--- src/rtl/gf_pb_pkg.sv ---
// rtl/gf_pb_pkg.sv - GF(2^13) polynomial-basis field constants, types and multiply helper
package gf_pb_pkg;

    localparam int M = 13;
    localparam logic [M-1:0] POLY = 13'h001B;
    localparam logic [3:0] LOOP_LAST = 4'(M - 3);

    typedef logic [M-1:0] gf_t;

    typedef enum logic [2:0] {
        IDLE,
        INIT,
        LOOP,
        FINAL,
        DONE
    } div_state_e;

    // Shift-add multiply; x^M folds back into the low terms of p(x) as the operand shifts.
    function automatic gf_t gf_mul(input gf_t x, input gf_t y);
        gf_t acc;
        gf_t t;
        acc = '0;
        t = x;
        for (int i = 0; i < M; i++) begin
            if (y[i]) begin
                acc = acc ^ t;
            end
            t = t[M-1] ? ((t << 1) ^ POLY) : (t << 1);
        end
        return acc;
    endfunction

endpackage

--- src/rtl/gf_pb_sqr.sv ---
// rtl/gf_pb_sqr.sv - combinational GF(2^13) PB squarer: bit spread then fixed reduction
module gf_pb_sqr
    import gf_pb_pkg::*;
(
    input  logic [M-1:0] a,
    output logic [M-1:0] y
);

    localparam int W = 2 * M - 1;
    localparam logic [W-1:0] RED = {{(W - M - 1){1'b0}}, 1'b1, POLY};

    logic [W-1:0] w;

    // Top-down fold: each XOR clears bit k and may set bits below it, handled by later steps.
    always_comb begin
        w = '0;
        for (int i = 0; i < M; i++) begin
            w[2*i] = a[i];
        end
        for (int k = W - 1; k >= M; k--) begin
            if (w[k]) begin
                w = w ^ (RED << (k - M));
            end
        end
        y = w[M-1:0];
    end

endmodule

--- src/rtl/gf_pb_div.sv ---
// rtl/gf_pb_div.sv - sequential GF(2^13) divider q=a/b via Fermat inverse; option GF_DIV_ZERO_FAST_EN
module gf_pb_div
    import gf_pb_pkg::*;
(
    input  logic         clk,
    input  logic         rst,
    input  logic         in_valid,
    output logic         in_ready,
    input  logic [M-1:0] a,
    input  logic [M-1:0] b,
    output logic         out_valid,
    input  logic         out_ready,
    output logic [M-1:0] q,
    output logic         div_zero
);

    div_state_e state;
    gf_t        a_r;
    gf_t        b_r;
    gf_t        s;
    gf_t        r;
    logic [3:0] cnt;

    gf_t sqr_in;
    gf_t sq;
    gf_t mul_x;
    gf_t mul_y;
    gf_t prod;

    // The single squarer and multiplier are shared; FINAL reuses the multiplier for a_r*r.
    always_comb begin
        sqr_in = (state == INIT) ? b_r : s;
        mul_x  = (state == FINAL) ? a_r : r;
        mul_y  = (state == FINAL) ? r : sq;
        prod   = gf_mul(mul_x, mul_y);
    end

    gf_pb_sqr u_sqr (
        .a(sqr_in),
        .y(sq)
    );

    always_ff @(posedge clk) begin
        if (rst) begin
            state     <= IDLE;
            a_r       <= '0;
            b_r       <= '0;
            s         <= '0;
            r         <= '0;
            cnt       <= '0;
            q         <= '0;
            div_zero  <= 1'b0;
            out_valid <= 1'b0;
            in_ready  <= 1'b1;
        end else begin
            case (state)
                IDLE: begin
                    if (in_valid && in_ready) begin
                        a_r      <= a;
                        b_r      <= b;
                        in_ready <= 1'b0;
`ifdef GF_DIV_ZERO_FAST_EN
                        if (b == '0) begin
                            q         <= '0;
                            div_zero  <= 1'b1;
                            out_valid <= 1'b1;
                            state     <= DONE;
                        end else begin
                            state <= INIT;
                        end
`else
                        state <= INIT;
`endif
                    end
                end
                INIT: begin
                    s     <= sq;
                    r     <= sq;
                    cnt   <= '0;
                    state <= LOOP;
                end
                LOOP: begin
                    // r accumulates b^(2^1) * ... * b^(2^(cnt+2)); ends at b^(2^M-2).
                    s   <= sq;
                    r   <= prod;
                    cnt <= cnt + 4'd1;
                    if (cnt == LOOP_LAST) begin
                        state <= FINAL;
                    end
                end
                FINAL: begin
                    q         <= prod;
                    div_zero  <= (b_r == '0);
                    out_valid <= 1'b1;
                    state     <= DONE;
                end
                DONE: begin
                    if (out_ready) begin
                        out_valid <= 1'b0;
                        in_ready  <= 1'b1;
                        state     <= IDLE;
                    end
                end
                default: begin
                    state <= IDLE;
                end
            endcase
        end
    end

endmodule

--- config.mk ---
export PLATFORM = sky130hd
export DESIGN_NAME = gf_pb_div
export DESIGN_NICKNAME = d
export VERILOG_FILES = /design/src/rtl/gf_pb_pkg.sv /design/src/rtl/gf_pb_sqr.sv /design/src/rtl/gf_pb_div.sv
export SDC_FILE = /design/constraint.sdc
export NUM_CORES = 1
export LEC_CHECK = 0
export CORE_MARGIN = 8
export CORE_UTILIZATION = 61
export CTS_CLUSTER_DIAMETER = 40
export CTS_CLUSTER_SIZE = 8
export DETAILED_ROUTE_END_ITERATION = 7
export PLACE_DENSITY = 0.82
export SLEW_MARGIN = 40
export SYNTH_ARGS = -nofsm -noshare
export SYNTH_HDL_FRONTEND = slang
export SYNTH_HIERARCHICAL = 1
export SYNTH_SLANG_ARGS = --single-unit
--- constraint.sdc ---
create_clock -name clk -period 5 [get_ports clk]
set_input_delay 0.75 -clock clk [delete_from_list [all_inputs] [get_ports clk]]
set_output_delay 0.75 -clock clk [all_outputs]
set_load 0.02 [all_outputs]
==> tab_implementation.tex <==
\begin{tabular}{lr}
\hline
Metric & Value \\
\hline
\multicolumn{2}{l}{\textbf{Clock network}} \\
\quad Worst skew pair latency & 0.34 ns \\
\quad Num Clock Sinks & 75 \\
\quad CTS root buf & sky130\_fd\_sc\_hd\_\_clkbuf\_16 \\
\quad Number of clock buffers inserted by TritonCTS & 9 \\
\quad Post-CTS Setup Repair Bufs & 0 \\
\quad CTS tree & yes \\
\quad H-Tree Level Count & 3 \\
\quad Clock transition time at the flip-flop clock pins of the worst setup and hold paths & 0.06 ns \\
\quad Maximum number of buffers from clock root to sink & 2 \\
\quad Number of cells upsized or downsized after cts & 0 \\
\quad Number of hold-repair buffers added at the cts stage & 0 \\
\multicolumn{2}{l}{\textbf{Timing}} \\
\quad Setup-violating endpoint count in the final report & 0 \\
\quad Share of the clock period used by the worst path & 0.829 \\
\quad Clock period minus worst slack & 4.15 ns \\
\quad Slew Viols, Final & 0 \\
\quad Clock skew & 0.00791 ns \\
\quad Slew HR & 0.425 \\
\quad Min Hold Slack & 0.448 ns \\
\quad Sum of negative setup slack & 0 ns \\
\quad Unrepaired setup endpoints after global routing & false \\
\quad Number of hold-slack violations in the final timing report & 0 \\
\quad Worst-margin pin slew & 0.838 ns \\
\quad Achievable clock frequency & 241 MHz \\
\multicolumn{2}{l}{\textbf{Drt}} \\
\quad Total wirelength of the detailed-routed design & 21.5 mm \\
\quad Via count & 6632 \\
\quad Remaining antenna violation count & 0 \\
\quad Post-route DRC violation count & 0 \\
\quad Number of DRC violations after detailed-routing iteration 0 & 817 \\
\quad Routed wirelength normalized by instance count & 19.9 um \\
\quad 1st-pass router iterations & 6 \\
\quad Via density & 6.15 \\
\multicolumn{2}{l}{\textbf{Final layout}} \\
\quad Fin nets & 962 \\
\quad Share of cells above drive strength 1 & 0.0888 \\
\quad Count of fill cells added during filler insertion & 927 \\
\quad Antenna diode count & 0 \\
\quad Synthesis-to-finish area growth & 11.5\% \\
\quad Non-filler cells in the finished layout & 1078 \\
\multicolumn{2}{l}{\textbf{Synthesis}} \\
\quad Unique cell type count in the Yosys netlist & 57 \\
\quad Syn avg cell area & 7.65 um\^{}2 \\
\quad Most numerous cell types in the synthesized netlist & sky130\_fd\_sc\_hd\_\_nor2\_1 (150), sky130\_fd\_sc\_hd\_\_xnor2\_1 (145), sky130\_fd\_sc\_hd\_\_nand2\_1 (132), sky130\_fd\_sc\_hd\_\_dfxtp\_1 (75), sky130\_fd\_sc\_hd\_\_xor2\_1 (68) \\
\quad Top FF cell, synth & sky130\_fd\_sc\_hd\_\_dfxtp\_1 \\
\quad Sequential share of the synthesized area & 0.214 \\
\quad Synthesized flop and latch total & 75 \\
\quad Most instantiated library cell after synthesis & sky130\_fd\_sc\_hd\_\_nor2\_1 \\
\quad Cells after synthesis & 915 \\
\quad Synthesized Nets & 947 \\
\quad Cell type contributing the most total cell area after synthesis & sky130\_fd\_sc\_hd\_\_dfxtp\_1 \\
\quad Number of enable flip-flop cells after synthesis & 0 \\
\quad Synth Warn \# & 6 \\
\quad Synth Cell Area & 7000 um\^{}2 \\
\quad Async S/R FF share, synth & 0 \\
\quad Post-synth top area share & 0.214 \\
\quad Synth top area cells & sky130\_fd\_sc\_hd\_\_dfxtp\_1 (21\%), sky130\_fd\_sc\_hd\_\_xnor2\_1 (18\%), sky130\_fd\_sc\_hd\_\_xor2\_1 (8.5\%) \\
\multicolumn{2}{l}{\textbf{Worst setup path}} \\
\quad Critical path startpoint category & flip-flop \\
\quad Critical path endpoint category & flip-flop \\
\quad Data arrival time of the worst path & 4.35 ns \\
\quad Maximum fanout along the worst path & 15 \\
\quad Crit Path Class & reg -> reg \\
\quad Max incr delay on CP & 0.49 ns \\
\quad Critical path required time & 5.20 ns \\
\quad Critical path buffer and inverter count & 2 \\
\quad Slowest cell on the critical path & sky130\_fd\_sc\_hd\_\_dfxtp\_1 \\
\quad Critical path cell sequence & nor3b\_2 -> buf\_4 -> mux2\_2 -> xnor2\_2 -> xnor3\_1 -> mux2i\_1 -> buf\_4 -> nor2\_1 -> xor2\_1 -> xnor2\_1 -> xnor3\_1 -> xnor2\_1 -> o21ai\_0 -> nor2b\_1 \\
\quad Cell family contributing the most delay on the critical path & XOR/XNOR gates \\
\multicolumn{2}{l}{\textbf{Placement}} \\
\quad Half-perimeter wire length after placement & 15.2 mm \\
\quad Placed cell count & 1062 \\
\quad I/O Buffers & 45 \\
\quad Final GP Congestion & 1.06 \\
\multicolumn{2}{l}{\textbf{Run}} \\
\quad Count of max-cap constraint violations & 0 \\
\multicolumn{2}{l}{\textbf{Floorplanning}} \\
\quad Floorplan row count & 39 \\
\quad Core footprint & 11300 um\^{}2 \\
\quad Count of boundary I/O pins & 46 \\
\quad Height of the die & 123 um \\
\quad Chip width & 123 um \\
\quad Starting density of the core & 0.619 \\
\quad DIE AREA & 15200 um\^{}2 \\
\multicolumn{2}{l}{\textbf{Global routing}} \\
\quad Via count of the first global-routing pass & 6165 \\
\quad Antenna violations before repair & 0 \\
\quad Largest net degree at the start of global routing & 79 \\
\quad Remaining Overflow, GRT & 0 \\
\quad GR Util All Layers & 0.284 \\
\quad First-pass GRT wire length & 33.5 mm \\
\multicolumn{2}{l}{\textbf{Power and ir drop}} \\
\quad Leakage power of the design & 2.97 nW \\
\quad Power density cells & 225 nW/um\^{}2 \\
\quad IR Drop Worst-Case VDD & 0.246 mV \\
\multicolumn{2}{l}{\textbf{Run status}} \\
\quad Result of the run & finished clean \\
\multicolumn{2}{l}{\textbf{Worst hold path}} \\
\quad Classification of the worst-slack hold path & reg -> reg \\
\hline
\end{tabular}
==> metal layers <==
layer,routed length (um),GRT usage,part of all wire,up-vias
met3,2310,0.0589,0.11,79
met2,9580,0.428,0.45,449
li1,-,-,-,3050
met4,937,0.148,0.044,0
met1,8650,0.376,0.40,3054
met5,0,0,0,-
==> worst paths after layout <==
path | slack [ns] | start | cells past startpoint | end
worst min register to register | 0.45 | s[2] | 2 | s[2]
worst max register to register | 0.85 | state[0] | 14 | q[11]
worst max-delay path | 0.85 | state[0] | 14 | q[11]
worst min-delay path | 0.45 | s[2] | 2 | s[2]
==> sequential cells by signal, summed over array words and instances, names as in the netlist <==
| register | count |
|---|---|
| a_r | 13 |
| q | 13 |
| s | 13 |
| in_ready | 1 |
| state | 3 |
| cnt | 4 |
| b_r | 13 |
| out_valid | 1 |
| div_zero | 1 |
| r | 13 |
==> cell type report <==
cell class                 instances  area (um^2)  area share
clock buffer                      10          239      0.0306
multi-input combinational        764         5130       0.657
inverter                           3         11.3     0.00144
timing repair buffer              77          686      0.0878
clock inverter                     6         63.8     0.00817
sequential                        75         1500       0.192
tap                              143          179      0.0229
==> through the flow <==
step	cell area (um^2)	util	setup slack, ns	power (mW)
finish	7810	0.690	0.853	1.76
global route	7810	0.690	0.629	1.81
CTS	7810	0.690	0.887	1.75
detailed placement	7510	0.663	0.933	1.09
global placement	7490	0.662	1.00	1.08
floorplan	7000	-	0.856	0.948
==> layout by cell type, fill, tap and decap left out, types with 9 or more instances in the layout <==
master / n
sky130_fd_sc_hd__o21ai_0: 12
sky130_fd_sc_hd__a211oi_1: 9
sky130_fd_sc_hd__o22ai_1: 13
sky130_fd_sc_hd__clkbuf_16: 9
sky130_fd_sc_hd__mux2_2: 16
sky130_fd_sc_hd__nand2_1: 132
sky130_fd_sc_hd__xor2_1: 68
sky130_fd_sc_hd__dfxtp_1: 75
sky130_fd_sc_hd__a22oi_1: 16
sky130_fd_sc_hd__nor2_1: 150
sky130_fd_sc_hd__xnor2_1: 145
sky130_fd_sc_hd__mux2i_1: 31
sky130_fd_sc_hd__a21oi_1: 67
sky130_fd_sc_hd__clkdlybuf4s50_1: 44
sky130_fd_sc_hd__buf_4: 32
==> cell families after synthesis <==
family          synth area share
flops                      0.214
mux                       0.0907
buf+inv                   0.0561
fa+ha+maj                0.00357
xor+xnor                   0.306
compound gates             0.136
simple gates               0.193
==> power by group <==
group | internal, mW | leakage (nW) | switching, mW
registers | 0.621 | 0.608 | 0.0400
logic | 0.166 | 2.21 | 0.267
clock network | 0.400 | 0.145 | 0.267
total | 1.19 | 2.97 | 0.575
==> tightest hold or removal path, stage by stage (launching register included) <==
cell	delay (ns)
sky130_fd_sc_hd__dfxtp_1	0.30
sky130_fd_sc_hd__nand2_1	0.05
sky130_fd_sc_hd__a21oi_1	0.05
Power figures use the tool's default switching activity.
